`src/rtl/elevator_display_pkg.sv`:
```
// Shared segment patterns and character codes for the elevator display scanner.
// Segment order is {g,f,e,d,c,b,a}; a 0 bit lights the segment (common anode).
package elevator_display_pkg;

  localparam logic [6:0] SEG_BLANK = 7'b1111111;
  localparam logic [6:0] SEG_H     = 7'b0001001;
  localparam logic [6:0] SEG_E     = 7'b0000110;
  localparam logic [6:0] SEG_DASH  = 7'b0111111;
  localparam logic [6:0] SEG_UP    = 7'b1111110;
  localparam logic [6:0] SEG_DOWN  = 7'b1110111;

  localparam logic [6:0] SEG_DIGIT [0:9] = '{
    7'b1000000, 7'b1111001, 7'b0100100, 7'b0110000, 7'b0011001,
    7'b0010010, 7'b0000010, 7'b1111000, 7'b0000000, 7'b0010000
  };

  // Character codes: the decimal digits occupy codes 0..9 so a floor
  // number can be cast straight into a code.
  typedef enum logic [3:0] {
    CH_0     = 4'd0,
    CH_1     = 4'd1,
    CH_2     = 4'd2,
    CH_3     = 4'd3,
    CH_4     = 4'd4,
    CH_5     = 4'd5,
    CH_6     = 4'd6,
    CH_7     = 4'd7,
    CH_8     = 4'd8,
    CH_9     = 4'd9,
    CH_H     = 4'd10,
    CH_E     = 4'd11,
    CH_DASH  = 4'd12,
    CH_UP    = 4'd13,
    CH_DOWN  = 4'd14,
    CH_BLANK = 4'd15
  } char_code_t;

endpackage

```
`src/rtl/elevator_display_scan_seg7_char_decode.sv`:
```
// Combinational character-code to active-low seven-segment pattern decoder.
module seg7_char_decode
  import elevator_display_pkg::*;
(
  input  char_code_t  code,
  output logic [6:0]  seg
);

  // Map each character code to its segment pattern; unknown codes blank.
  always_comb begin
    seg = SEG_BLANK;
    case (code)
      CH_H:     seg = SEG_H;
      CH_E:     seg = SEG_E;
      CH_DASH:  seg = SEG_DASH;
      CH_UP:    seg = SEG_UP;
      CH_DOWN:  seg = SEG_DOWN;
      CH_BLANK: seg = SEG_BLANK;
      default: begin
        if (code <= CH_9) begin
          seg = SEG_DIGIT[code];
        end else begin
          seg = SEG_BLANK;
        end
      end
    endcase
  end

endmodule

```
`src/rtl/elevator_display_scan.sv`:
```
// Time-multiplexed seven-segment scanner for the elevator display board.
// Digit 0 shows the floor ('E' if out of range, blinking 'H' while held),
// digit 1 the travel direction, remaining digits are blank but still scanned.
// Inputs are captured once per scan frame so no digit tears mid-frame.
module elevator_display_scan
  import elevator_display_pkg::*;
#(
  parameter int NUM_FLOORS   = 5,
  parameter int FLOOR_W      = 4,
  parameter int NUM_DIGITS   = 4,
  parameter int REFRESH_DIV  = 100000,
  parameter int BLINK_FRAMES = 25
) (
  input  logic                  clk,
  input  logic                  reset,
  input  logic [FLOOR_W-1:0]    floor,
  input  logic                  hold,
  input  logic                  dir_up,
  input  logic                  dir_down,
  output logic [6:0]            seg,
  output logic [NUM_DIGITS-1:0] an,
  output logic                  frame_tick
);

  localparam int RC_W = $clog2(REFRESH_DIV);
  localparam int DI_W = (NUM_DIGITS > 1) ? $clog2(NUM_DIGITS) : 1;
  localparam int BC_W = $clog2(BLINK_FRAMES + 1);

  logic [RC_W-1:0]    refresh_cnt_r;
  logic [DI_W-1:0]    digit_idx_r;
  logic [BC_W-1:0]    blink_cnt_r;
  logic               blink_off_r;
  logic [FLOOR_W-1:0] snap_floor_r;
  logic               snap_hold_r;
  logic               snap_up_r;
  logic               snap_down_r;

  logic               slot_end_s;
  logic               frame_end_s;
  char_code_t         char_s;
  logic [6:0]         glyph_s;

  // Slot and frame boundary detection from the scan counters.
  always_comb begin
    slot_end_s  = (refresh_cnt_r == RC_W'(REFRESH_DIV - 1));
    frame_end_s = slot_end_s && (digit_idx_r == DI_W'(NUM_DIGITS - 1));
  end

  // Refresh divider and digit index: one digit slot every REFRESH_DIV cycles.
  always_ff @(posedge clk) begin
    if (reset) begin
      refresh_cnt_r <= RC_W'(0);
      digit_idx_r   <= DI_W'(0);
    end else if (slot_end_s) begin
      refresh_cnt_r <= RC_W'(0);
      if (digit_idx_r == DI_W'(NUM_DIGITS - 1)) begin
        digit_idx_r <= DI_W'(0);
      end else begin
        digit_idx_r <= digit_idx_r + DI_W'(1);
      end
    end else begin
      refresh_cnt_r <= refresh_cnt_r + RC_W'(1);
    end
  end

  // Input snapshot, taken only on the last cycle of a frame.
  always_ff @(posedge clk) begin
    if (reset) begin
      snap_floor_r <= FLOOR_W'(0);
      snap_hold_r  <= 1'b0;
      snap_up_r    <= 1'b0;
      snap_down_r  <= 1'b0;
    end else if (frame_end_s) begin
      snap_floor_r <= floor;
      snap_hold_r  <= hold;
      snap_up_r    <= dir_up;
      snap_down_r  <= dir_down;
    end else begin
      snap_floor_r <= snap_floor_r;
      snap_hold_r  <= snap_hold_r;
      snap_up_r    <= snap_up_r;
      snap_down_r  <= snap_down_r;
    end
  end

  // Blink phase of the hold 'H', advanced once per frame. The boundary that
  // first captures hold only arms the counter, so every hold episode opens
  // with a full BLINK_FRAMES frames of 'H' before the first blank phase.
  always_ff @(posedge clk) begin
    if (reset) begin
      blink_cnt_r <= BC_W'(0);
      blink_off_r <= 1'b0;
    end else if (frame_end_s) begin
      if (!hold || !snap_hold_r) begin
        blink_cnt_r <= BC_W'(0);
        blink_off_r <= 1'b0;
      end else if (blink_cnt_r == BC_W'(BLINK_FRAMES - 1)) begin
        blink_cnt_r <= BC_W'(0);
        blink_off_r <= ~blink_off_r;
      end else begin
        blink_cnt_r <= blink_cnt_r + BC_W'(1);
      end
    end else begin
      blink_cnt_r <= blink_cnt_r;
      blink_off_r <= blink_off_r;
    end
  end

  // Character selection for the digit currently being scanned.
  always_comb begin
    char_s = CH_BLANK;
    if (digit_idx_r == DI_W'(0)) begin
      if (snap_hold_r) begin
        if (blink_off_r) begin
          char_s = CH_BLANK;
        end else begin
          char_s = CH_H;
        end
      end else if (snap_floor_r >= FLOOR_W'(NUM_FLOORS)) begin
        char_s = CH_E;
      end else begin
        char_s = char_code_t'(4'(snap_floor_r));
      end
    end else if (digit_idx_r == DI_W'(1)) begin
      case ({snap_up_r, snap_down_r})
        2'b10:   char_s = CH_UP;
        2'b01:   char_s = CH_DOWN;
        2'b11:   char_s = CH_E;
        default: char_s = CH_DASH;
      endcase
    end else begin
      char_s = CH_BLANK;
    end
  end

  seg7_char_decode u_decode (
    .code (char_s),
    .seg  (glyph_s)
  );

  // Registered display outputs and the frame pulse, one cycle behind the scan.
  always_ff @(posedge clk) begin
    if (reset) begin
      seg        <= SEG_BLANK;
      an         <= {NUM_DIGITS{1'b1}};
      frame_tick <= 1'b0;
    end else begin
      seg        <= glyph_s;
      an         <= ~(NUM_DIGITS'(1) << digit_idx_r);
      frame_tick <= frame_end_s;
    end
  end

endmodule

```
`config.mk`:
```
export PLATFORM = sky130hd
export DESIGN_NAME = elevator_display_scan
export DESIGN_NICKNAME = d
export VERILOG_FILES = /design/src/rtl/elevator_display_pkg.sv /design/src/rtl/elevator_display_scan_seg7_char_decode.sv /design/src/rtl/elevator_display_scan.sv
export SDC_FILE = /design/constraint.sdc
export NUM_CORES = 1
export LEC_CHECK = 0
export ABC_AREA = 1
export BUFFER_PORTS_ARGS = -buffer_cell sky130_fd_sc_hd__buf_4
export CORE_MARGIN = 2
export CORE_UTILIZATION = 39
export CTS_CLUSTER_DIAMETER = 100
export DETAILED_ROUTE_END_ITERATION = 10
export GPL_ROUTABILITY_DRIVEN = 0
export MAX_ROUTING_LAYER = met4
export PLACE_DENSITY = 0.66
export SLEW_MARGIN = 30
export SYNTH_ARGS = -nofsm -noshare
export SYNTH_HDL_FRONTEND = slang
export SYNTH_SLANG_ARGS = --single-unit
```
`constraint.sdc`:
```
create_clock -name clk -period 5.7 [get_ports clk]
set_input_delay 1.425 -clock clk [delete_from_list [all_inputs] [get_ports clk]]
set_output_delay 1.425 -clock clk [all_outputs]
set_load 0.02 [all_outputs]
```
==> impl_metrics.tcl <==
set metrics [dict create \
    status "complete, no violations" \
    drive_gt1_share_pct 19.6 \
    skew_ns 0.00732 \
    setup_violations 0 \
    ant_nets 0 \
    synth_cell_types 37 \
    post-route-util_pct 45.0 \
    totalWireLength_mm 5.01 \
    grt_pass1_wl_mm 8.93 \
    wl_per_cell_um 11.5 \
    final_common_cell "nand2_1" \
    slew_viol_final 0 \
    post_cts.repair.setup_buffers 0 \
    fin_crit_ns 2.87 \
    clkLatencyLatePin_ns 0.29 \
    seq_area_frac_synth_pct 34.8 \
    cts_resized 0 \
    worst-endpoint-required_ns 5.88 \
    peakVddDrop_mv 0.0852 \
    dieArea_um2 7140 \
    place_area_um2 2750 \
    drtPass1Iterations 4 \
    path_class "reg -> reg" \
    antenna_found_initial 0 \
    clkSinkCount 44 \
    critPathCaptureType "register" \
    portBuffers 20 \
    start_util_pct 40.1 \
    synth.avg_cell_area_um2 7.59 \
    path_clk_slew_ns 0.08 \
    cp.arrival_ns 3.05 \
    final_area_um2 2840 \
    syn-instance-count 333 \
    finalHoldViolCount 0 \
    synth.cell_area_um2 2530 \
    crit_path_max_fanout 7 \
    overflow 0 \
    hold_buffers 0 \
    syn-num-nets 356 \
    worst_pin_slew_ns 0.556 \
    dp_hpwl_mm 3.80 \
    area_delta_synth_final_pct 12.3 \
    drt_iter0_drc 116 \
    leakage_nw 1.28 \
    ys_seq_elements 44 \
    grt_pass1_vias 2027 \
    drv_cap 0 \
    rsz0062_at_grt "false" \
    yosysWarnings 0 \
    finalSetupTns_ns 0 \
    viasPerCell 4.93 \
    start_kind "register" \
    rows 29 \
    min_path_type "reg -> reg" \
    coreArea_um2 6310 \
    io_pins 21 \
    p_per_area_nw_per_um2 189 \
    dieWidth_um 84.5 \
    track_usage_pct 15.3 \
    slew_headroom_pct 62.6 \
    grt_max_degree 17 \
    n_fill_cell 660 \
    drc_errors 0 \
    dieHeight_um 84.5 \
    fin_nets 379 \
    cts_tree "built" \
    period_share_pct 50.3 \
    antenna_cells 0 \
    root_buffer "clkbuf_8" \
    dr_total_vias 2141 \
    timing.fmax_mhz 349 \
    clk_path_buf_depth 2 \
    mostFrequentLayoutCells "nand2_1 (75), dfxtp_1 (44), inv_1 (36), nor2_1 (33), nand3_1 (23)" \
    cts_buffers 5 \
    htreeDepth 2 \
]
-- logic make-up (layout without fill, tap and decap cells) --
logic type	Yosys count	count (layout)	synth area share [%]
AO/OA/AOI/OAI	34	34	8.16
flip-flops	44	44	34.8
AND/OR/NAND/NOR	189	189	40.5
buffers and inverters	45	69	7.17
XOR/XNOR	7	7	2.42
adder cells (fa/ha/maj)	14	14	6.93
-- routing by layer --
| layer | share of wire, % | vias up | track usage, % |
|---|---|---|---|
| li1 | - | 1116 | - |
| met1 | 50 | 996 | 20.4 |
| met2 | 46 | 27 | 23.8 |
| met3 | 2.8 | 2 | 3.05 |
| met4 | 0.68 | 0 | 4.04 |
| met5 | 0 | - | - |
-- final timing paths --
check              startpoint  cells after the start          endpoint  slack, ns
max reg2reg    digit_idx_r[0]                     16            seg[2]       2.83
max            digit_idx_r[0]                     16            seg[2]       2.83
min          refresh_cnt_r[0]                      1  refresh_cnt_r[0]       0.47
min reg2reg  refresh_cnt_r[0]                      1  refresh_cnt_r[0]       0.47
-- where the power goes --
part | internal (mW) | switching (mW)
clock | 0.0989 | 0.100
combinational | 0.0101 | 0.0143
sequential | 0.312 | 0.00230
-- cell usage after synthesis --
cell | count | area share [%]
a211oi_1 | 1 | 0.30
a21oi_1 | 17 | 3.4
a21oi_2 | 1 | 0.35
a31o_2 | 1 | 0.35
buf_2 | 2 | 0.40
buf_6 | 1 | 0.45
clkbuf_1 | 1 | 0.15
dfxtp_1 | 44 | 35
ha_1 | 14 | 6.9
inv_1 | 36 | 5.3
inv_2 | 4 | 0.59
inv_4 | 1 | 0.25
nand2_1 | 75 | 11
nand2_2 | 9 | 2.2
nand2_4 | 3 | 1.3
nand2_8 | 1 | 0.79
nand3_1 | 23 | 4.6
nand3_2 | 4 | 1.6
nand3_4 | 1 | 0.69
nand3b_1 | 2 | 0.59
nand4_1 | 12 | 3.0
nand4_2 | 1 | 0.49
nor2_1 | 33 | 4.9
nor2_2 | 4 | 0.99
nor2_4 | 5 | 2.2
nor2_8 | 4 | 3.2
nor3_1 | 7 | 1.4
nor3_2 | 1 | 0.40
nor3b_1 | 1 | 0.30
o211ai_1 | 2 | 0.59
o21ai_0 | 5 | 0.99
o21ai_1 | 3 | 0.59
o22ai_1 | 2 | 0.49
o31ai_1 | 1 | 0.30
o31ai_4 | 1 | 0.84
or2_2 | 3 | 0.74
xor2_1 | 7 | 2.4
-- sequential cells by signal (all words and copies together), names as in the netlist --
| signal | cells |
|---|---|
| an | 4 |
| blink_cnt_r | 5 |
| blink_off_r | 1 |
| digit_idx_r | 2 |
| frame_tick | 1 |
| refresh_cnt_r | 17 |
| seg | 7 |
| snap_down_r | 1 |
| snap_floor_r | 4 |
| snap_hold_r | 1 |
| snap_up_r | 1 |
-- critical path, stage by stage (launching register included) --
cell,delay [ns]
dfxtp_1,0.35
inv_1,0.10
ha_1,0.23
inv_2,0.09
nor2_4,0.11
nand3_2,0.17
inv_4,0.16
nand2_1,0.08
o21ai_0,0.22
inv_1,0.18
ha_1,0.27
inv_1,0.10
nand2_1,0.10
o31ai_4,0.34
nand2_4,0.08
nor2_2,0.11
nand2_1,0.06
-- stage by stage --
stage	power [mW]	hold WS, ns	setup slack (ns)	instances
after floorplan	0.335	0.429	3.19	333
after global placement	0.345	0.444	3.02	426
after detailed placement	0.346	0.458	2.85	426
after CTS	0.547	0.473	2.83	434
after global routing	0.566	0.493	2.48	434
final	0.537	0.468	2.83	434
-- final cells by class --
cell class | count | area [um^2] | share of cell area, %
flip-flops and latches | 44 | 881 | 31.0
inverters | 41 | 156 | 5.51
well taps | 77 | 96.3 | 3.39
clock buffers | 8 | 90.1 | 3.17
multi-input cells | 244 | 1470 | 51.6
repair buffers | 20 | 150 | 5.29
(Power assumes the default switching activity.)
